===== src/rtl/hazard_scoreboard.sv =====
// Purpose: tracks the destination registers of in-flight EX/MEM/WB instructions and flags RAW hazards for decode.
// Latency: stall_id is combinational from the decode inputs and slot state; the slots advance one stage per clock.
// Backpressure: stall_id holds PC and IF/ID and bubbles ID/EX; mem_hold freezes all slots and the stall counter.
module hazard_scoreboard #(
  parameter bit FWD_EN    = 1'b1,  // EX/MEM forwarding present: only load-use in EX stalls
  parameter bit RF_BYPASS = 1'b1,  // register file write->read bypass: WB never stalls
  parameter int CNT_W     = 16
) (
  input  logic             clk,
  input  logic             rst,
  input  logic             dec_valid,
  input  logic [2:0]       dec_wr_reg,
  input  logic             dec_wr_en,
  input  logic             dec_is_load,
  input  logic [2:0]       dec_rs,
  input  logic             dec_rs_vld,
  input  logic [2:0]       dec_rt,
  input  logic             dec_rt_vld,
  input  logic             mem_hold,
  input  logic             flush,
  output logic             stall_id,
  output logic [CNT_W-1:0] stall_cnt
);

  // One pending register write: valid flag, destination id, produced by a load.
  typedef struct packed {
    logic       vld;
    logic [2:0] rg;
    logic       ld;
  } slot_t;

  localparam logic [CNT_W-1:0] CNT_MAX = {CNT_W{1'b1}};
  localparam logic [CNT_W-1:0] CNT_ONE = CNT_W'(1);

  slot_t            ex_q, ex_d;
  slot_t            mem_q, mem_d;
  slot_t            wb_q, wb_d;
  logic [CNT_W-1:0] cnt_q, cnt_d;

  logic hit_ex;
  logic hit_mem;
  logic hit_wb;
  logic hz;

  // A slot hits when it holds a pending write to a register decode actually reads.
  // Using an OR over the two sources means rs==rt collapses into a single hit.
  function automatic logic src_hit(input slot_t s,
                                   input logic [2:0] rs, input logic rs_vld,
                                   input logic [2:0] rt, input logic rt_vld);
    logic m_rs;
    logic m_rt;
    m_rs = rs_vld && s.vld && (s.rg == rs);
    m_rt = rt_vld && s.vld && (s.rg == rt);
    return m_rs || m_rt;
  endfunction

  // Hazard detection against the in-flight slots; decode's own destination is never compared.
  always_comb begin
    hit_ex  = src_hit(ex_q,  dec_rs, dec_rs_vld, dec_rt, dec_rt_vld);
    hit_mem = src_hit(mem_q, dec_rs, dec_rs_vld, dec_rt, dec_rt_vld);
    hit_wb  = src_hit(wb_q,  dec_rs, dec_rs_vld, dec_rt, dec_rt_vld);
    hz      = 1'b0;
    if (FWD_EN) begin
      // Forwarding covers everything except a load whose data is not back yet.
      hz = hit_ex && ex_q.ld;
    end else begin
      hz = hit_ex || hit_mem || (!RF_BYPASS && hit_wb);
    end
    // A killed or absent decode instruction never stalls, nor does anything under reset.
    stall_id = dec_valid && !flush && !rst && hz;
  end

  // Next slot contents and stall counter; a memory hold freezes everything.
  always_comb begin
    ex_d  = ex_q;
    mem_d = mem_q;
    wb_d  = wb_q;
    cnt_d = cnt_q;
    if (!mem_hold) begin
      wb_d  = mem_q;
      mem_d = ex_q;
      ex_d  = '0;
      // Only an instruction that really leaves decode this cycle and writes a register occupies EX.
      if (dec_valid && dec_wr_en && !stall_id && !flush) begin
        ex_d.vld = 1'b1;
        ex_d.rg  = dec_wr_reg;
        ex_d.ld  = dec_is_load;
      end
      // Saturate instead of wrapping so long runs still read as "a lot".
      if (stall_id && (cnt_q != CNT_MAX)) begin
        cnt_d = cnt_q + CNT_ONE;
      end
    end
  end

  // Slot and counter registers with synchronous reset.
  always_ff @(posedge clk) begin
    if (rst) begin
      ex_q  <= '0;
      mem_q <= '0;
      wb_q  <= '0;
      cnt_q <= '0;
    end else begin
      ex_q  <= ex_d;
      mem_q <= mem_d;
      wb_q  <= wb_d;
      cnt_q <= cnt_d;
    end
  end

  assign stall_cnt = cnt_q;

endmodule


===== config.mk =====
export PLATFORM = sky130hd
export DESIGN_NAME = hazard_scoreboard
export DESIGN_NICKNAME = d
export VERILOG_FILES = /design/src/rtl/hazard_scoreboard.sv
export SDC_FILE = /design/constraint.sdc
export NUM_CORES = 1
export LEC_CHECK = 0
export CAP_MARGIN = 20
export CORE_UTILIZATION = 45
export DETAILED_ROUTE_END_ITERATION = 10
export HOLD_SLACK_MARGIN = 0.03
export PLACE_DENSITY = 0.85
export SETUP_SLACK_MARGIN = 0.2
export SLEW_MARGIN = 20
export SYNTH_ARGS = -nofsm -noshare
export SYNTH_HDL_FRONTEND = slang
export SYNTH_SLANG_ARGS = --single-unit

===== constraint.sdc =====
create_clock -name clk -period 2.7 [get_ports clk]
set_clock_uncertainty 0.2 [all_clocks]
set_input_delay 0.54 -clock clk [delete_from_list [all_inputs] [get_ports clk]]
set_output_delay 0.54 -clock clk [all_outputs]
set_load 0.01 [all_outputs]

==> results of run 1 <==
[placed cells by master (no fill, tap or decap), types with 2 or more instances in the layout]
master           synthesis  layout
a22o_1                   3       3
buf_4                    0      11
clkbuf_4                 0       3
clkdlybuf4s50_1          0      27
dfxtp_1                 21      21
dlygate4sd2_1            0       6
inv_1                    4       3
nand2_1                 10       9
nand3_1                  8       8
nand4_1                  2       2
nor2_1                  16      16
nor2b_1                  2       2
nor3_1                   6       6
nor4_1                   3       3
nor4_4                   2       2
o211ai_1                 2       2
or4_4                    0       3
xnor2_1                  6       6
xor2_1                  10       4
xor2_2                   0       6
[flip-flops by register name, indices dropped and copies added, names as in the netlist]
signal / count
stall_cnt: 16
ex_q: 5
[area by class of cell]
class                   instances  area (um2)
well taps                      28       35.03
fillers                       175       651.9
repair buffers                 45       410.4
clock buffers                   4       26.28
multi-input cells              91       674.4
flip-flops and latches         21       420.4
inverters                       4       15.01
[worst max-delay path: cells and delay by family]
| kind | cells | cell delay (ns) |
|---|---|---|
| muxes | 1 | 0.34 |
| xor gates and xnor gates | 1 | 0.16 |
| buffers and inverters | 1 | 0.26 |
| and+or+nand+nor | 3 | 0.96 |
| AOI/OAI and AO/OA | 1 | 0.14 |
[worst max-delay path by stage]
stage          depth (start not counted)  slack, ns                    endpoint
3_3_place_gp                           7      -0.19   stall_cnt[9]$_SDFFE_PP0P_
3_5_place_dp                           7      -0.23   stall_cnt[9]$_SDFFE_PP0P_
2_1_floorplan                          9       0.20   stall_cnt[9]$_SDFFE_PP0P_
6_report                               7       0.31   stall_cnt[9]$_SDFFE_PP0P_
5_1_grt                                7       0.25  stall_cnt[14]$_SDFFE_PP0P_
4_1_cts                                7       0.20   stall_cnt[9]$_SDFFE_PP0P_
[cell families after synthesis]
family,after synthesis,share of synthesized area
multiplexers,2,0.01991
AO/OA/AOI/OAI,13,0.09602
adder cells (fa/ha/maj),1,0.01171
buffers and inverters,9,0.03277
XOR/XNOR,16,0.1311
flip-flops,21,0.3934
AND/OR/NAND/NOR,59,0.3150
[power by group through the flow]
stage               clock network (mW)  logic (mW)  registers (mW)
floorplan                            0      0.0184           0.319
detailed placement                   0      0.0515           0.319
CTS                              0.155      0.0517           0.313
global placement                     0      0.0509           0.319
finish                           0.152      0.0531           0.313
global route                     0.169      0.0564           0.313
[timing repair]
item,4_1_cts,5_1_grt
hold endpoints to repair,0,0
buffers inserted,0,1
pin swaps,3,4
setup endpoints to repair,5,5
gates resized for setup,19,3
[routing by layer]
metal | GRT usage | up-vias | routed length, um
met5 | 0 | - | 0
met4 | 0.07870 | 0 | 24
met3 | 0.02727 | 4 | 81
met2 | 0.3822 | 25 | 1391
met1 | 0.2908 | 509 | 1179
li1 | - | 509 | -
==> impl_results.md, run 1 <==
* Avg Inst Size Synth at 8.831 um2
* Clock Sinks at 21
* Final Hold Violating Endpoints at 0
* Final std cells w/o fill at 193
* Final setup viols at 0
* CP Cell Sequence: dlygate4sd2_1 > xor2_2 > nor4_4 > o21ai_2 > or4_4 > nor2_1 > mux2_2
* Die footprint at approximately 2600 um2
* Routed via count at 1047
* Worst r2r path cells at 7
* Synth top area share at 0.3934
* Die X at 50.73 um
* CTS tree: built
* Crit start category: primary input
* Clk pwr share at 0.293
* DR iter-0 viols at 18
* Nets at between 150 and 200
* Post-synthesis instance total at 121
* Tot Pwr at about 0.52 mW
* Status: completed
* Slew at the pin closest to its max-slew limit at around 0.36 ns
* N_diodes at 0
* Sequential area share after synthesis at 0.3934
* Syn_nets at between 100 and 150
* Max IR drop VDD at 347.9 uV
* First-pass GRT wire length at 4360 um
* DRT antenna net count at 0
* Hold Crit Start: ex_q[0]$_SDFFE_PP0N_
* CP required at around 2.7 ns
* Hold path depth at 1
* Reg2Reg Capture Point: stall_cnt[9]$_SDFFE_PP0P_
* Yosys warns at 0
* Site Rows at 17
* Min Clock Period, post-route at 2.386 ns
* Fmax at 419.0 MHz
* H-tree level count at 1
* Buffers on Ports at 34
* Io pins at 35
* Initial antenna violation count at 0
* Period Utilization, post-route at 0.8839
* Top-count cell post-synth: dfxtp_1
* Synth cell types at 34
* Pin count of the biggest net entering global routing at 20
* Internal power at 0.3986 mW
* Sequential power share at 0.604
* Final core utilization at 0.7081
* Sink of the worst hold path: ex_q[0]$_SDFFE_PP0N_
* Worst setup startpoint: dec_rt[0]
* Gr usage total at 0.2247
* Starting Density at 0.4784
* Bufs on Longest Clock Path at 2
* Slowest stage delay, CP at 0.54 ns
* DR pass1 iterations at 4
* Residual DRC at 0
* Leak at approximately 0.57 nW
* Slack of the critical path at 0.3136 ns
* Inserted Clock Buffers at 3
* Layout area overhead at 48.01%
* #FFs+latches synth at 21
* Combinational power share at 0.103
* Placed cells at 188
* CP endpoint kind: flop
* Hold buffers post-CTS at 0
* Setup TNS at 0 ns
* Congestion Overflow GR at 0
* Routed vias/inst at between 5 and 6
* Post-DP HPWL at about 1900 um
* Clock-pin slew on the worst setup and hold paths at 0.11 ns
* WL per Instance at 13.87 um
* Core area at 2233 um2
* EDFF count, synth at 0
* Reg-to-reg critical path startpoint: stall_cnt[0]$_SDFFE_PP0P_
* Root Buffer: clkbuf_4
* Overall routed net length at 2677 um
* CP max stage cell: or4_4
* Asr flop ratio synth at 0
* Vias in the first global route at 964
* Commonest cells in the netlist: 21 x dfxtp_1, 16 x nor2_1, 10 x nand2_1, 10 x xor2_1, 8 x nand3_1
* Synth Flop Type: dfxtp_1
* Place WS at -0.2346 ns
* Gpl congestion at about 0.85
* CP arrival at 2.40 ns
* Max_slew headroom at 0.7566
* MaxCap Viol Count at 0
* Final Hold Slack at 0.3009 ns
* Area contributors post-synth: dfxtp_1 39%, xor2_1 8.2%, nor2_1 5.6%, xnor2_1 4.9%, nor4_4 4.0%
* Reg2Reg Setup Slack at 0.33 ns
* Worst-path maximum fanout at 6
* P_sw at ~0.12 mW
* Die Height at 50.73 um
* Yosys top cell by area: dfxtp_1
* Fraction of layout cells with a size suffix above 1 at 0.2121
* Mapped Area at roughly 1100 um2
* Hold Path Class: reg -> reg
* Clk_lat worst skew at 0.31 ns
* Design Area, Final at around 1600 um2
* Switching share of power at 0.2296
* Pwr Density at 327.2 nW/um2
* RSZ-0062 raised after global routing: no
* Area post-placement at 1501 um2
* Worst Setup Path Type: in -> reg
* Slew Viols, Final at 0
Note: power is estimated with default switching activity, not from simulation.
==> run 2: changes to the inputs <==
--- a/config.mk
+++ b/config.mk
@@ -8,8 +8,9 @@
 export CAP_MARGIN = 20
 export CORE_UTILIZATION = 45
 export DETAILED_ROUTE_END_ITERATION = 10
+export GPL_TIMING_DRIVEN = 0
 export HOLD_SLACK_MARGIN = 0.03
-export PLACE_DENSITY = 0.85
+export PLACE_DENSITY = 0.79
 export SETUP_SLACK_MARGIN = 0.2
 export SLEW_MARGIN = 20
 export SYNTH_ARGS = -nofsm -noshare
==> impl_results.md, run 2 (same netlist as run 1, synthesis figures left out) <==
* Gpl congestion at 0.8395
* Slowest stage delay, CP at 0.52 ns
* Slew Viols, Final at 0
* Gr usage total at 0.2414
* Site Rows at 17
* Most frequent cells in the layout: 25 x clkdlybuf4s50_1, 17 x dfxtp_1, 15 x nor2_1
* Clock Sinks at 21
* CP arrival at around 2.5 ns
* Bufs on Longest Clock Path at 2
* Min Clock Period, post-route at approximately 2.5 ns
* Design Area, Final at approximately 1700 um2
* Residual DRC at 0
* Slew at the pin closest to its max-slew limit at around 0.53 ns
* Flip-flop count of the largest register, all copies and words added at 16
* Nets at 189
* Status: completed
* Area post-placement at 1454 um2
* Buffers on Ports at 34
* Fmax at 403.4 MHz
* Inserted Clock Buffers at 3
* N_diodes at 0
* Crit start category: primary input
* Max IR drop VDD at 290.8 uV
* Initial antenna violation count at 0
* Hold Path Class: reg -> reg
* Leak at ~0.61 nW
* First-pass GRT wire length at 4547 um
* Die X at 50.73 um
* Period Utilization, post-route at 0.9181
* Commonest non-fill, non-tap cell in the layout: clkdlybuf4s50_1
* Clk_lat worst skew at 0.32 ns
* Io pins at 35
* Worst Setup Path Type: in -> reg
* Placed cells at between 150 and 200
* Root Buffer: clkbuf_4
* Congestion Overflow GR at 0
* Crit path buffers/inverters at 2
* Core area at 2233 um2
* CTS tree: built
* Die footprint at 2574 um2
* Routed via count at 1053
* Fraction of layout cells with a size suffix above 1 at 0.2604
* Pin count of the biggest net entering global routing at 12
* CP Cell Sequence: dlygate4sd2_1 > xor2_2 > nor4_4 > o21ai_4 > buf_6 > or4_4 > or3_4 > a21oi_2
* H-tree level count at 1
* MaxCap Viol Count at 0
* CP required at between 2 and 3 ns
* Worst-path maximum fanout at 4
* Setup TNS at 0 ns
* Max_slew headroom at 0.6434
* DRT antenna net count at 0
* Final setup viols at 0
* WL per Instance at roughly 15 um
* RSZ-0062 raised after global routing: yes
* CP endpoint kind: flop
* Layout area overhead at 57.03%
* DR iter-0 viols at 38
* Routed vias/inst at 5.345
* Post-DP HPWL at 1817 um
* CP max stage cell: or4_4
* Final Hold Violating Endpoints at 0
* Tot Pwr at 0.5238 mW
* Starting Density at 0.4784
* Final std cells w/o fill at 197
* Final core utilization at 0.7513
* DR pass1 iterations at 4
* Overall routed net length at between 2000 and 3000 um
* Vias in the first global route at 1024
* Crit-path leading delay family: simple AND/OR/NAND/NOR gates
* Pwr Density at 312.2 nW/um2
* Die Height at between 50 and 60 um
* Clock-pin slew on the worst setup and hold paths at ~0.12 ns
==> run 2: changes by cell type in the layout (fill, tap and decap cells not counted), moves of 2 or more <==
cell	previous run	this run
dfxtp_1	21	17
dfxtp_2	0	4
clkbuf_1	1	4
buf_4	11	9
buf_6	0	2
clkdlybuf4s50_1	27	25
dlymetal6s2s_1	0	2
==> run 2: power by group <==
group | total [mW] | switching (mW) | internal (mW)
sequential | 0.313 | 0.00178 | 0.311
clock | 0.159 | 0.101 | 0.0579
combinational | 0.0521 | 0.0236 | 0.0285
total | 0.524 | 0.127 | 0.397
==> run 2: routing by layer <==
metal | routed length [um] | GRT usage
met5 | 0 | 0
met4 | 29 | 0.1111
met3 | 83 | 0.03030
met2 | 1570 | 0.4067
met1 | 1291 | 0.3041
==> run 2: final timing paths <==
kind,startpoint,end,slack (ns),cells after the start
worst max-delay path,dec_rt[0],stall_cnt[14]$_SDFFE_PP0P_,0.22,8
worst min-delay path,ex_q[0]$_SDFFE_PP0N_,ex_q[0]$_SDFFE_PP0N_,0.29,1
worst max register to register,stall_cnt[1]$_SDFFE_PP0P_,stall_cnt[5]$_SDFFE_PP0P_,0.25,10
worst min register to register,ex_q[0]$_SDFFE_PP0N_,ex_q[0]$_SDFFE_PP0N_,0.29,1
==> run 2: worst reg2reg max path, cell delays in order, from the launching register on <==
cell and delay, ns:
dfxtp_2 0.36, ha_4 0.17, nand4_4 0.10, nor4_2 0.07
or2_4 0.24, clkbuf_8 0.15, or4_4 0.51, buf_6 0.15
buf_4 0.13, xnor2_1 0.18, nor2_1 0.07
==> run 2: through the flow <==
step | hold WS [ns] | setup WS, ns
after global routing | 0.3216 | 0.1860
after global placement | 0.2586 | -0.4032
final | 0.2908 | 0.2212
after floorplan | 0.2410 | 0.2048
after detailed placement | 0.2611 | -0.4363
after CTS | 0.2897 | 0.2019
==> run 2: layout make-up <==
cell class                 count  area [um2]
clock buffer                   4       26.28
multi-input combinational     91       728.2
buffer                         5       36.28
sequential                    21       425.4
fill                         157       555.5
inverter                       4       15.01
tap                           28       35.03
timing repair buffer          44       411.6
==> run 2: repair_timing <==
item                       4_1_cts  5_1_grt
pin swaps                        9        4
hold buffers                     0        0
gates cloned                     0        0
buffers inserted                10        0
resized for setup               32        9
setup endpoints to repair        5        6
==> run 3: changes to the inputs <==
--- a/config.mk
+++ b/config.mk
@@ -6,6 +6,7 @@
 export NUM_CORES = 1
 export LEC_CHECK = 0
 export CAP_MARGIN = 20
+export CORE_MARGIN = 3
 export CORE_UTILIZATION = 45
 export DETAILED_ROUTE_END_ITERATION = 10
 export GPL_TIMING_DRIVEN = 0
==> impl_results.md, run 3 (same netlist as run 1, synthesis figures left out) <==
* Status: completed
* Layout area overhead at 56.21%
* Max_slew headroom at 0.6323
* DRT antenna net count at 0
* Slew at the pin closest to its max-slew limit at 0.5473 ns
* Slack of the critical path at 0.1872 ns
* RSZ-0062 raised after global routing: yes
* CP max stage cell: or4_1
* Max IR drop VDD at 350.0 uV
* Leak at 0.6049 nW
* First-pass GRT wire length at 4912 um
* Gr usage total at 0.2350
* Routed vias/inst at 5.764
* Commonest non-fill, non-tap cell in the layout: clkdlybuf4s50_1
* Congestion Overflow GR at 0
* CTS tree: built
* Die footprint at 2995 um2
* Tot Pwr at between 0.5 and 0.6 mW
* Clock-pin slew on the worst setup and hold paths at 0.12 ns
* Die X at 54.73 um
* Gpl congestion at 0.8015
* N_diodes at 0
* Core area at 2233 um2
* Site Rows at 17
* Die Height at approximately 55 um
* Design Area, Final at 1669 um2
* Crit path buffers/inverters at 2
* Initial antenna violation count at 0
* Clk pwr share at 0.304
* Final Hold Violating Endpoints at 0
* Overall routed net length at roughly 3300 um
* Setup TNS at 0 ns
* Inserted Clock Buffers at 3
* Crit-path leading delay family: simple AND/OR/NAND/NOR gates
* Slew Viols, Final at 0
* Routed via count at 1147
* Vias in the first global route at 1056
* P_sw at ~0.13 mW
* Slowest stage delay, CP at ~0.52 ns
* Clk_lat worst skew at 0.31 ns
* CP Cell Sequence: ha_4 > nand4_4 > nor4_2 > or2_4 > clkbuf_8 > or4_4 > buf_6 > or4_1 > nand2_1
* Combinational power share at 0.099
* CP arrival at 2.58 ns
* Worst-path maximum fanout at 6
* Sequential power share at 0.597
* Hold buffers post-CTS at 0
* DR pass1 iterations at 4
* Nets at 191
* H-tree level count at 1
* Place WS at -0.4413 ns
* Crit start category: flop
* Hold Path Class: reg -> reg
* Root Buffer: clkbuf_4
* Starting Density at 0.4784
* Most frequent cells in the layout: 21 x clkdlybuf4s50_1, 15 x nor2_1, 14 x dfxtp_1
* Residual DRC at 0
* Flip-flop count of the largest register, all copies and words added at 16
* Final setup viols at 0
* CP required at around 2.8 ns
* MaxCap Viol Count at 0
* Fmax at approximately 400 MHz
* Pwr Density at 313.1 nW/um2
* Clock Sinks at 21
* WL per Instance at 16.51 um
* Min Clock Period, post-route at 2.513 ns
* Period Utilization, post-route at 0.9307
* Final Hold Slack at about 0.31 ns
* Fraction of layout cells with a size suffix above 1 at 0.2924
* Buffers on Ports at 34
* Bufs on Longest Clock Path at 2
* Pin count of the biggest net entering global routing at 13
* Internal power at 0.3925 mW
* CP endpoint kind: flop
* Post-DP HPWL at 2029 um
* Area post-placement at 1454 um2
* Switching share of power at 0.2488
* Worst Setup Path Type: reg -> reg
* DR iter-0 viols at 39
* Io pins at 35
[run 3: cell count changes in the layout (fill, tap and decap cells not counted), moves of 2 or more]
| cell | change |
|---|---|
| dfxtp_2 | +2 |
| clkdlybuf4s50_1 | -4 |
| dfxtp_1 | -3 |
| dlymetal6s2s_1 | -2 |
| clkdlybuf4s15_1 | +2 |
| buf_4 | +3 |
| dlygate4sd2_1 | +2 |
[run 3: timing repair]
item                       CTS  global route
resized for setup           44             6
pin swaps                   11             1
buffers inserted            11             1
setup endpoints to repair    5             4
cloned                       0             0
[run 3: through the flow]
step                        util  std cells
after floorplan                -        121
after global placement    0.6510        183
after detailed placement  0.6510        183
after CTS                 0.7417        198
after global routing      0.7473        199
final                     0.7473        199
[run 3: final timing paths]
check                              from                         end  slack [ns]  depth (start not counted)
min          stall_cnt[15]$_SDFFE_PP0P_  stall_cnt[15]$_SDFFE_PP0P_        0.31                          1
max           stall_cnt[0]$_SDFFE_PP0P_  stall_cnt[11]$_SDFFE_PP0P_        0.19                          9
max reg2reg   stall_cnt[0]$_SDFFE_PP0P_  stall_cnt[11]$_SDFFE_PP0P_        0.19                          9
min reg2reg  stall_cnt[15]$_SDFFE_PP0P_  stall_cnt[15]$_SDFFE_PP0P_        0.31                          1
[run 3: power groups by stage]
stage | Combinational, mW | Sequential [mW] | Clock [mW]
global placement | 0.0483 | 0.319 | 0
CTS | 0.0503 | 0.313 | 0.162
finish | 0.0516 | 0.312 | 0.159
floorplan | 0.0184 | 0.319 | 0
global route | 0.0550 | 0.312 | 0.170
detailed placement | 0.0496 | 0.319 | 0
[run 3: routing by layer]
metal | vias to the layer above | track usage | share of wire
li1 | 530 | - | -
met1 | 540 | 0.2757 | 0.38
met2 | 57 | 0.3917 | 0.51
met3 | 20 | 0.04360 | 0.054
met4 | 0 | 0.1411 | 0.054
met5 | - | 0 | 0
[run 3: layout make-up]
type,instances,area (um2)
tap,28,35.03
timing repair buffer,46,411.6
sequential,21,431.7
buffer,5,36.28
inverter,4,15.01
fill,161,564.3
clock buffer,3,22.52
clock inverter,1,5.005
multi-input combinational,91,711.9
